===== src/rtl/umi_pkg.sv =====
// rtl/umi_pkg.sv - UMI command field layout, opcodes and checker state encoding
package umi_pkg;

    localparam int OPC_LSB  = 0;
    localparam int OPC_W    = 5;
    localparam int SIZE_LSB = 5;
    localparam int SIZE_W   = 3;
    localparam int LEN_LSB  = 8;
    localparam int LEN_W    = 8;

    localparam logic [OPC_W-1:0] UMI_REQ_RD   = 5'h01;
    localparam logic [OPC_W-1:0] UMI_REQ_WR   = 5'h03;
    localparam logic [OPC_W-1:0] UMI_REQ_RDMA = 5'h07;

    typedef enum logic [1:0] {
        ST_IDLE = 2'd0,
        ST_RUN  = 2'd1,
        ST_DONE = 2'd2
    } state_t;

endpackage


===== src/rtl/umi_checker_mask.sv =====
// rtl/umi_checker_mask.sv - expected-command to byte-enable mask and no-payload flag
module umi_checker_mask
    import umi_pkg::*;
#(
    parameter int DW = 512
) (
    input  logic [15:0]     cmd,
    output logic [DW/8-1:0] byte_mask,
    output logic            nocompare
);

    localparam int NB = DW / 8;

    logic [LEN_W-1:0]  len;
    logic [SIZE_W-1:0] size;
    logic [OPC_W-1:0]  opc;
    logic [16:0]       nbytes;
    logic [16:0]       nbytes_sat;

    assign len  = cmd[LEN_LSB +: LEN_W];
    assign size = cmd[SIZE_LSB +: SIZE_W];
    assign opc  = cmd[OPC_LSB +: OPC_W];

    // Byte count (LEN+1) << SIZE, clamped to the bus width; read opcodes carry no payload
    always_comb begin
        nbytes     = ({9'd0, len} + 17'd1) << size;
        nbytes_sat = (nbytes > 17'(NB)) ? 17'(NB) : nbytes;
        nocompare  = (opc == UMI_REQ_RD) || (opc == UMI_REQ_RDMA);
        byte_mask  = '0;
        for (int i = 0; i < NB; i++) begin
            byte_mask[i] = (17'(i) < nbytes_sat);
        end
    end

endmodule


===== config.mk =====
export PLATFORM = sky130hd
export DESIGN_NAME = umi_checker_mask
export DESIGN_NICKNAME = d
export VERILOG_FILES = /design/src/rtl/umi_pkg.sv /design/src/rtl/umi_checker_mask.sv
export SDC_FILE = /design/constraint.sdc
export NUM_CORES = 1
export LEC_CHECK = 0
export CAP_MARGIN = 10
export CORE_AREA = 2 2 73 75
export DETAILED_ROUTE_END_ITERATION = 8
export DIE_AREA = 0 0 75 77
export PLACE_DENSITY_LB_ADDON = 0.1
export SYNTH_ARGS = -nofsm -noshare
export SYNTH_HDL_FRONTEND = slang
export SYNTH_SLANG_ARGS = --single-unit

===== constraint.sdc =====
create_clock -name vclk -period 3.4
set_input_delay 0.51 -clock vclk [all_inputs]
set_output_delay 0.51 -clock vclk [all_outputs]
set_load 0.1 [all_outputs]

==> metrics, run 1 <==
Placer Congestion 0.9981; num rows 26; largest family of logic cells by synthesized area compound AO/OA/AOI/OAI gates; compound-cell area share of the yosys netlist about 50%; mux contribution to synthesized area roughly 1.0%; Die Span X 75 um; PortBufs 81; stop err [ERROR DPL-0038] Utilization greater than 100%, impossible to legalize; Cell variety after synth between 70 and 80; top cell type by total area after synthesis nand2_1; initial core utilization 38.44%; Area contributors post-synth nand2_1, o21ai_0, nand3_1; Mapped Cells 300; average footprint of a synthesized cell 6.377 sq um; Synth Area in Simple Gates 34.79%; sequential-to-total area share from yosys stat 0%; syn_nets 317; synthesis warning total 0; synthesized area 1913 sq um; # IOs 81; Synth top area share 8.633%; Die Height 77 um; outcome did not finish; Stopped at detailed placement (3_5_place_dp); Adder-Cell Fraction of Synth Area 0.6540%; xor/xnor share of the synthesized area 2.812%
-- synth_stat cells (4+ instances only) --
| cell type | instances |
|---|---|
| nand2b_1 | 4 |
| and2_1 | 6 |
| nand2_1 | 44 |
| nor3_1 | 7 |
| buf_4 | 4 |
| o21ai_0 | 20 |
| a21oi_1 | 16 |
| clkbuf_1 | 7 |
| nor4_1 | 4 |
| a31oi_1 | 5 |
| a32oi_1 | 5 |
| o211ai_1 | 5 |
| inv_1 | 14 |
| a2111o_1 | 4 |
| nor2_1 | 17 |
| nand4_1 | 7 |
| nand3_1 | 18 |
| o31ai_1 | 5 |
| a211oi_1 | 5 |
| buf_2 | 12 |
| a22oi_1 | 7 |
| and3_1 | 4 |
-- cell families after synthesis --
family,after synthesis
simple gates,128
compound gates,122
fa+ha+maj,1
buf+inv,43
mux,2
xor+xnor,4
-- stage by stage --
step | area [sq um] | setup TNS [ns] | cells | hold WS, ns | worst slack, ns
2_1_floorplan | 2749 | -18.71 | 300 | 1.211 | -0.6725
3_3_place_gp | 5216 | -37.73 | 555 | 1.757 | -0.7781
==> run 2, diff against run 1 <==
--- a/config.mk
+++ b/config.mk
@@ -6,10 +6,10 @@
 export NUM_CORES = 1
 export LEC_CHECK = 0
 export CAP_MARGIN = 10
-export CORE_AREA = 2 2 73 75
+export CORE_AREA = 2 2 91 93
 export DETAILED_ROUTE_END_ITERATION = 8
-export DIE_AREA = 0 0 75 77
-export PLACE_DENSITY_LB_ADDON = 0.1
+export DIE_AREA = 0 0 93 95
+export PLACE_DENSITY_LB_ADDON = 0.15
 export SYNTH_ARGS = -nofsm -noshare
 export SYNTH_HDL_FRONTEND = slang
 export SYNTH_SLANG_ARGS = --single-unit
==> constraint.sdc (replaced) <==
create_clock -name vclk -period 4.4
set_input_delay 0.66 -clock vclk [all_inputs]
set_output_delay 0.66 -clock vclk [all_outputs]
set_load 0.1 [all_outputs]
==> run 2 against run 1 <==
Against the previous run: the run now ends clean; synthesized cell count stayed put; synthesized area stayed put.
==> metrics, run 2 <==
Placer Congestion 0.8659; sequential-to-total area share from yosys stat 0%; DR pass1 iterations 4; relative slew slack 59.78%; average footprint of a synthesized cell 6.377 sq um; layout cells sized above 1 51.00%; Mapped Cells 300; Max Cap Viol 0; min-delay worst type in2out; Buf/Inv on CP 6; most common cell after layout, fill and taps aside buf_4; Stages on worst setup path 13; Fill cells 716; antenna cells 0; top cell type by total area after synthesis nand2_1; Period minus WS final 4.225 ns; PortBufs 81; Die Height between 90 and 100 um; Core Area 7928 sq um; RSZ-0062 raised after global routing no; slowest CP cell clkdlybuf4s50_1; Die Span X 93 um; slew of the pin with the lowest slew margin approximately 0.6 ns; M1 WL 4.227 mm; Setup crit start kind input pin; Crit. End Element output pin; Max Slew Vio Count 0; Crit path required time between 3 and 4 ns; Top delay family on crit path buffers and inverters; Area Growth Syn to Fin 132.2%; GRT overflow 0; Sequential Power Share 0%; Cell variety after synth 73; vias in the first global route around 3100; top sig layer met4; fin crit share 96.03%; VDD IR max between 0.1 and 0.15 mV; DP HPWL 7.709 mm; fmax 236.7 MHz; placed cell count between 500 and 600; multi-input logic area between 2000 and 2500 sq um; Area contributors post-synth nand2_1, o21ai_0, nand3_1; count leader, synth nand2_1; most frequent CP cell buf_12; initial antenna violation count 0; initial core utilization between 20% and 30%; WL met3 between 600 and 700 um; syn_nets 317; final setup violation count 0; Seq cells 0; power share of the combinational group 100.0%; die area 8835 sq um; # IOs approximately 80; most instantiated cells after synthesis nand2_1, o21ai_0, nand3_1; vias 3027; Design Power 0.0007585 W; CP arrival 3.57 ns; Fin. Hold Viols 0; Final Core Density 56.04%; DRC violations left 0; Synth top area share roughly 8.6%; Max Fanout on Critical Path 32; Routed Antenna Nets 0; Sw Share 62.49%; final non-filler cell total between 500 and 600; Power per Cell Area between 150 and 200 nW/um^2; routed len/inst 17.69 um; crit path cell chain clkdlybuf4s50_1 -> buf_12 -> nor2b_1 -> a22oi_4 -> nand2_2 -> o41a_1 -> buf_4 -> nor3_4 -> buf_6 -> clkbuf_16 -> nand4_1 -> o21ai_2 -> buf_12; hold buffers post-CTS 0; nets approximately 470; Routed WL between 9 and 10 mm; most frequent cells in the layout buf_4, buf_12, nand2_1; LEAKAGE 1.825 nW; largest net degree at the start of global routing 33; GRT Overall Usage a little over a fifth; P_sw 0.0004740 W; first-pass GRT wire length between 15 and 20 mm; storage element area 0 sq um; WS Path Type in2out; Internal 0.0002845 W; clock buf count 0; largest stage delay on the critical path approximately 0.44 ns; num rows 33; clock network power share 0%; DRT iter0 DRCs around 170; synthesis warning total 0; synthesized area 1913 sq um; Vias/cell between 5 and 6; met2 wire length approximately 5 mm; outcome completed; hold path depth 3
## run 2: cell counts after synthesis
No cell type changed its count.
## run 2: cell type report
class	count	share of cell area, %
multi-input cells	257	45.20
repair buffers	176	50.49
inverters	16	1.352
well taps	105	2.957
## run 2: worst paths after layout
path | start | endpoint | slack [ns]
setup / recovery | cmd[5] | byte_mask[62] | 0.17
hold / removal | cmd[4] | nocompare | 2.06
## run 2: cell families after synthesis
| group | share of synthesized area, % |
|---|---|
| and+or+nand+nor | 34.79 |
| adders and majority gates | 0.6539 |
| xor gates and xnor gates | 2.813 |
| muxes | 1.046 |
| AOI/OAI and AO/OA | 49.84 |
| buffers and inverters | 10.86 |
## run 2: power groups by stage
stage	clock, W	sequential [W]	combinational [W]
2_1_floorplan	0	0	0.000439
3_3_place_gp	0	0	0.000728
6_report	0	0	0.000759
4_1_cts	0	0	0.000733
3_5_place_dp	0	0	0.000728
5_1_grt	0	0	0.000792
## run 2: layer usage
metal	global-route usage (%)	up-vias
met2	39.13	122
met3	3.591	8
met4	1.838	0
met1	28.28	1426
met5	0	-
li1	-	1471
## run 2: what timing repair did
item | CTS | global route
setup buffers | 0 | 3
resized for setup | 2 | 30
pin swaps | 1 | 10
gates cloned | 0 | 2
endpoints found under the setup margin | 9 | 61
## run 2: stage by stage
stage                     cell area [sq um]  worst slack, ns   TNS, ns  hold slack (ns)
after CTS                              4257         -0.01236  -0.01236            2.064
after global routing                   4443          0.02545         0            2.088
after global placement                 4245         -0.04507  -0.09057            2.060
final                                  4443           0.1747         0            2.061
after floorplan                        2112          -0.5779    -2.822            1.511
after detailed placement               4245         -0.06048   -0.1734            2.068
No activity file was read; power rests on OpenSTA's default activity.
==> run 3, diff against run 2 <==
--- a/config.mk
+++ b/config.mk
@@ -9,6 +9,7 @@
 export CORE_AREA = 2 2 91 93
 export DETAILED_ROUTE_END_ITERATION = 8
 export DIE_AREA = 0 0 93 95
+export GPL_TIMING_DRIVEN = 0
 export PLACE_DENSITY_LB_ADDON = 0.15
 export SYNTH_ARGS = -nofsm -noshare
 export SYNTH_HDL_FRONTEND = slang
==> run 3 against run 2 <==
Against the previous run: sequential share of layout area stayed put; critical path depth stayed put; sequential cell count stayed put; fmax is 1.7% lower; first-iteration DRC count is 38% higher; setup slack worse by 0.074 ns; cell area is 21% lower; combinational power is 14% lower; wire length is 3.3% lower; power is 14% lower; largest power group unchanged; highest routed layer unchanged.
==> metrics, run 3 (synthesized netlist as in run 2, its figures left out) <==
outcome completed; DRT iter0 DRCs ~240; layout cells sized above 1 between 40% and 50%; min-delay worst type in2out; num rows 33; most frequent cells in the layout buf_4, nand2_1, buf_6; GRT Overall Usage between 20 and 25%; nets 431; crit path to byte_mask[28]; RSZ-0062 raised after global routing no; first-pass GRT wire length approximately 15 mm; Finished Cell Area 3531 sq um; Crit. End Element output pin; Fin. Hold Viols 0; GRT overflow 0; DR pass1 iterations 4; fmax 232.6 MHz; vias 2924; Power per Cell Area ~180 nW/um^2; power share of the combinational group 100.0%; Seq cells 0; CP startpoint cmd[8]; Core Area between 7000 and 8000 sq um; Buf/Inv on CP 6; routed len/inst 18.34 um; final setup violation count 0; Internal approximately 0.00018 W; LEAKAGE 1.271 nW; Setup crit start kind input pin; Sequential Power Share 0%; fin crit share 97.72%; DRC violations left 0; largest stage delay on the critical path 0.49 ns; die area roughly 8800 sq um; Max Fanout on Critical Path 10; Die Span X 93 um; antenna cells 0; Area Growth Syn to Fin 84.57%; Top delay family on crit path buffers and inverters; DP HPWL about 7.1 mm; largest net degree at the start of global routing 11; P_sw around 0.00047 W; slew of the pin with the lowest slew margin 0.9594 ns; Max Cap Viol 0; PortBufs between 70 and 80; vias in the first global route roughly 2700; slowest CP cell o41a_1; CP arrival 3.64 ns; final setup TNS 0 ns; Routed Antenna Nets 0; VDD IR max between 0.1 and 0.15 mV; Die Height approximately 95 um; initial antenna violation count 0; clock buf count 0; Crit path required time 3.74 ns; initial core utilization around a quarter; clock network power share 0%; Routed WL 9.482 mm; Placed Area 3027 sq um; Max Slew Vio Count 0; WS Path Type in2out; Sw Share 71.85%; # IOs 81; storage element area 0 sq um; Vias/cell 5.656; crit path cell chain dlygate4sd2_1 -> buf_4 -> nand4_1 -> buf_4 -> nor4_4 -> o31ai_4 -> o41a_1 -> nor3_4 -> buf_6 -> buf_4 -> a21boi_1 -> o31ai_4 -> buf_12; most frequent CP cell buf_4; most common cell after layout, fill and taps aside buf_4; Placer Congestion 0.8909; Period minus WS final 4.300 ns; hold buffers post-CTS 0; relative slew slack between 30% and 40%; Stages on worst setup path 13
[run 3: cell count changes in the layout (fill, tap and decap cells not counted), moves of 5 or more]
cell	change
buf_2	+11
clkbuf_4	+5
clkbuf_1	+5
buf_6	+23
buf_4	-22
buf_12	-62
[run 3: what timing repair did]
item | CTS | global route
pin swaps | 17 | 15
setup buffers | 20 | 16
gates resized for setup | 421 | 55
cloned | 0 | 0
setup endpoints to repair | 64 | 64
[run 3: layout make-up]
type / count / area (sq um)
Tap cell: 105 / 131.4
Inverter: 16 / 62.56
Buffer: 26 / 171.4
Multi-Input combinational cell: 257 / 2142
Timing Repair Buffer: 113 / 1023
Fill cell: 832 / 4397
[run 3: worst min-delay path by stage]
stage                       from       endpoint  slack [ns]  cells after the start
final                     cmd[6]  byte_mask[29]        2.25                      6
after global routing      cmd[6]  byte_mask[29]        2.33                      6
after CTS                 cmd[6]  byte_mask[29]        2.23                      6
after detailed placement  cmd[4]      nocompare        2.79                      3
after global placement    cmd[4]      nocompare        2.79                      3
after floorplan           cmd[4]      nocompare        1.51                      1
[run 3: stage by stage]
| step | cells | utilization [%] | total power, W | hold slack, ns | worst slack [ns] |
|---|---|---|---|---|---|
| floorplan | 300 | - | 0.0004390 | 1.511 | -0.5779 |
| global placement | 482 | 38.02 | 0.0005711 | 2.789 | -1.653 |
| detailed placement | 482 | 38.18 | 0.0005699 | 2.792 | -1.486 |
| CTS | 502 | 40.63 | 0.0006069 | 2.227 | -0.01978 |
| global route | 517 | 44.54 | 0.0006769 | 2.326 | 0.005078 |
| finish | 517 | 44.54 | 0.0006501 | 2.255 | 0.1003 |
[run 3: per-layer routing]
metal | global-route usage, % | vias up | routed length (um)
li1 | - | 1398 | -
met1 | 27.17 | 1391 | 4077
met2 | 35.63 | 125 | 4672
met3 | 2.554 | 10 | 640
met4 | 3.186 | 0 | 91
met5 | 0 | - | 0
[run 3: power groups by stage]
stage	clock (W)	sequential (W)	combinational (W)
6_report	0	0	0.000650
5_1_grt	0	0	0.000677
4_1_cts	0	0	0.000607
3_5_place_dp	0	0	0.000570
3_3_place_gp	0	0	0.000571
2_1_floorplan	0	0	0.000439
==> run 4, diff against run 3 <==
--- a/config.mk
+++ b/config.mk
@@ -5,12 +5,14 @@
 export SDC_FILE = /design/constraint.sdc
 export NUM_CORES = 1
 export LEC_CHECK = 0
+export ABC_AREA = 1
 export CAP_MARGIN = 10
-export CORE_AREA = 2 2 91 93
+export CORE_AREA = 2 2 85 87
 export DETAILED_ROUTE_END_ITERATION = 8
-export DIE_AREA = 0 0 93 95
+export DIE_AREA = 0 0 87 89
 export GPL_TIMING_DRIVEN = 0
 export PLACE_DENSITY_LB_ADDON = 0.15
+export SKIP_LAST_GASP = 1
 export SYNTH_ARGS = -nofsm -noshare
 export SYNTH_HDL_FRONTEND = slang
 export SYNTH_SLANG_ARGS = --single-unit
==> run 4 against run 3 <==
Against the previous run: combinational power fell by 50%; synthesized area is 13% lower; non-clock buffer count down 45; first-iteration DRC count is 77% lower; cell count decreased by 1.4%; power is 50% lower; critical endpoint is now byte_mask[54]; synthesized cell count increased by 14%; setup slack better by 0.086 ns; sequential share of layout area is the same.
==> metrics, run 4 <==
Cell variety after synth 29; fmax 237.3 MHz; clock buf count 0; GRT overflow 0; hold path depth 7; storage element area 0 sq um; DP HPWL 5.102 mm; clock network power share 0%; Max Slew Vio Count 0; Die Span X 87 um; # IOs 81; slowest CP cell clkdlybuf4s50_1; Sw Share 76.43%; Core Area 6719 sq um; Power per Cell Area 127.2 nW/um^2; DRC violations left 0; initial antenna violation count 0; Sequential Power Share 0%; power share of the combinational group 100.0%; Buf/Inv on CP 4; GRT Overall Usage 14.88%; WS Path Type in2out; num rows 30; Vias/cell 4.510; vias 2300; Synth top area share 26.31%; Hold WS around 2.3 ns; Internal 0.00007702 W; antenna cells 0; VDD IR max 0.03965 mV; synthesized area 1669 sq um; Top delay family on crit path simple AND/OR/NAND/NOR gates; Design Power ~0.00033 W; synthesis warning total 0; Final Core Density a little under two fifths; top cell type by total area after synthesis nand2_1; LEAKAGE 1.239 nW; CP arrival 3.55 ns; Area Growth Syn to Fin 53.82%; Routed Antenna Nets 0; most common cell after layout, fill and taps aside nand2_1; RSZ-0062 raised after global routing yes; busiest grt layer met2; Stages on worst setup path 18; placed cell count 503; fin crit share 95.77%; outcome completed; Crit. End Element output pin; PortBufs 81; count leader, synth nand2_1; average footprint of a synthesized cell 4.880 sq um; P_sw 0.0002497 W; Period minus WS final 4.214 ns; Setup crit start kind input pin; vias in the first global route slightly above 2000; min-delay worst type in2out; WHS Endpoint byte_mask[13]; final non-filler cell total 510; crit path cell chain clkdlybuf4s50_1 -> ha_1 -> nand2_1 -> o21ai_1 -> nand3_1 -> nand3_1 -> nand3_1 -> nand2_4 -> nand3_2 -> nand2_4 -> nand2_4 -> nor2_4 -> inv_2 -> nand2_2 -> buf_6 -> nor2_1 -> nor2_2 -> clkbuf_4; initial core utilization roughly a quarter; Die Height around 90 um; syn_nets 359; nets between 400 and 500; die area a little under 8000 sq um; largest stage delay on the critical path 0.52 ns; most instantiated cells after synthesis nand2_1, nor2_1, inv_1; Routed WL 6.039 mm; DR pass1 iterations 4; Placer Congestion ~0.86; Seq cells 0; most frequent cells in the layout nand2_1, inv_1, nand3_1; Fill cells 812; grt met1 use 19.72%; layout cells sized above 1 around 33%; slew of the pin with the lowest slew margin 0.9855 ns; DRT iter0 DRCs 54; Crit path required time 3.74 ns; Max Cap Viol 0; Max Fanout on Critical Path 10; final setup violation count 0; met2 usage 28.17%; HP Start cmd[8]; largest net degree at the start of global routing 11; routed len/inst 11.84 um; Fin. Hold Viols 0; Area contributors post-synth nand2_1, nand3_1, nor2_1; met3 Track Usage GR 0.8310%; relative slew slack around a third; Mapped Cells 342; sequential-to-total area share from yosys stat 0%; first-pass GRT wire length 9.729 mm
[run 4: changes by cell type after synthesis, sizes merged, moves of 8 or more]
cell,delta
inv,+39
buf,-14
nor2,+48
a22oi,-9
a21oi,-11
o21ai,-9
nand2,+84
nor3,-8
nand3,+32
[run 4: stage by stage]
stage / setup WS [ns] / setup TNS, ns / cell area, sq um
2_1_floorplan: -0.4579 / -1.675 / 1725
3_3_place_gp: -0.6656 / -33.03 / 2636
3_5_place_dp: -0.6772 / -34.54 / 2636
4_1_cts: -0.09987 / -0.09987 / 2517
5_1_grt: -0.02968 / -0.08566 / 2567
6_report: 0.1862 / 0 / 2567
[run 4: layout make-up]
class | count | area, sq um | area share [%]
inverter | 55 | 206.4 | 8.041
timing repair buffer | 87 | 718.2 | 27.97
tap | 80 | 100.1 | 3.899
multi-input combinational | 281 | 1504 | 58.58
buffer | 7 | 38.79 | 1.511
[run 4: worst max path at each step]
stage | start | to | slack, ns
5_1_grt | cmd[9] | byte_mask[54] | -0.03
6_report | cmd[9] | byte_mask[54] | 0.19
4_1_cts | cmd[8] | byte_mask[30] | -0.1
3_3_place_gp | cmd[8] | byte_mask[30] | -0.67
3_5_place_dp | cmd[8] | byte_mask[30] | -0.68
2_1_floorplan | cmd[8] | byte_mask[42] | -0.46
[run 4: per-layer routing]
metal | vias up | wire, um
li1 | 1240 | -
met1 | 1009 | 2804
met2 | 51 | 2989
met3 | 0 | 245
met4 | 0 | 0
met5 | - | 0
[run 4: cells by family (layout without fill, tap and decap cells)]
group,Yosys count,after routing,share of synthesized area [%]
AOI/OAI and AO/OA,22,22,7.346
adders and majority gates,1,1,0.7495
buffers and inverters,62,149,14.69
xor gates and xnor gates,1,1,0.5248
and+or+nand+nor,256,257,76.69
[run 4: power groups by stage]
stage	Combinational (W)	Clock [W]	Sequential (W)
5_1_grt	0.000350	0	0
4_1_cts	0.000319	0	0
3_3_place_gp	0.000330	0	0
3_5_place_dp	0.000331	0	0
6_report	0.000327	0	0
2_1_floorplan	0.000254	0	0
[run 4: what timing repair did]
action / in CTS / in global routing
pin swaps: 0 / 3
setup buffers: 0 / 6
cloned: 0 / 1
resized for setup: 250 / 120
setup endpoints to repair: 63 / 63
hold buffers: 0 / 0
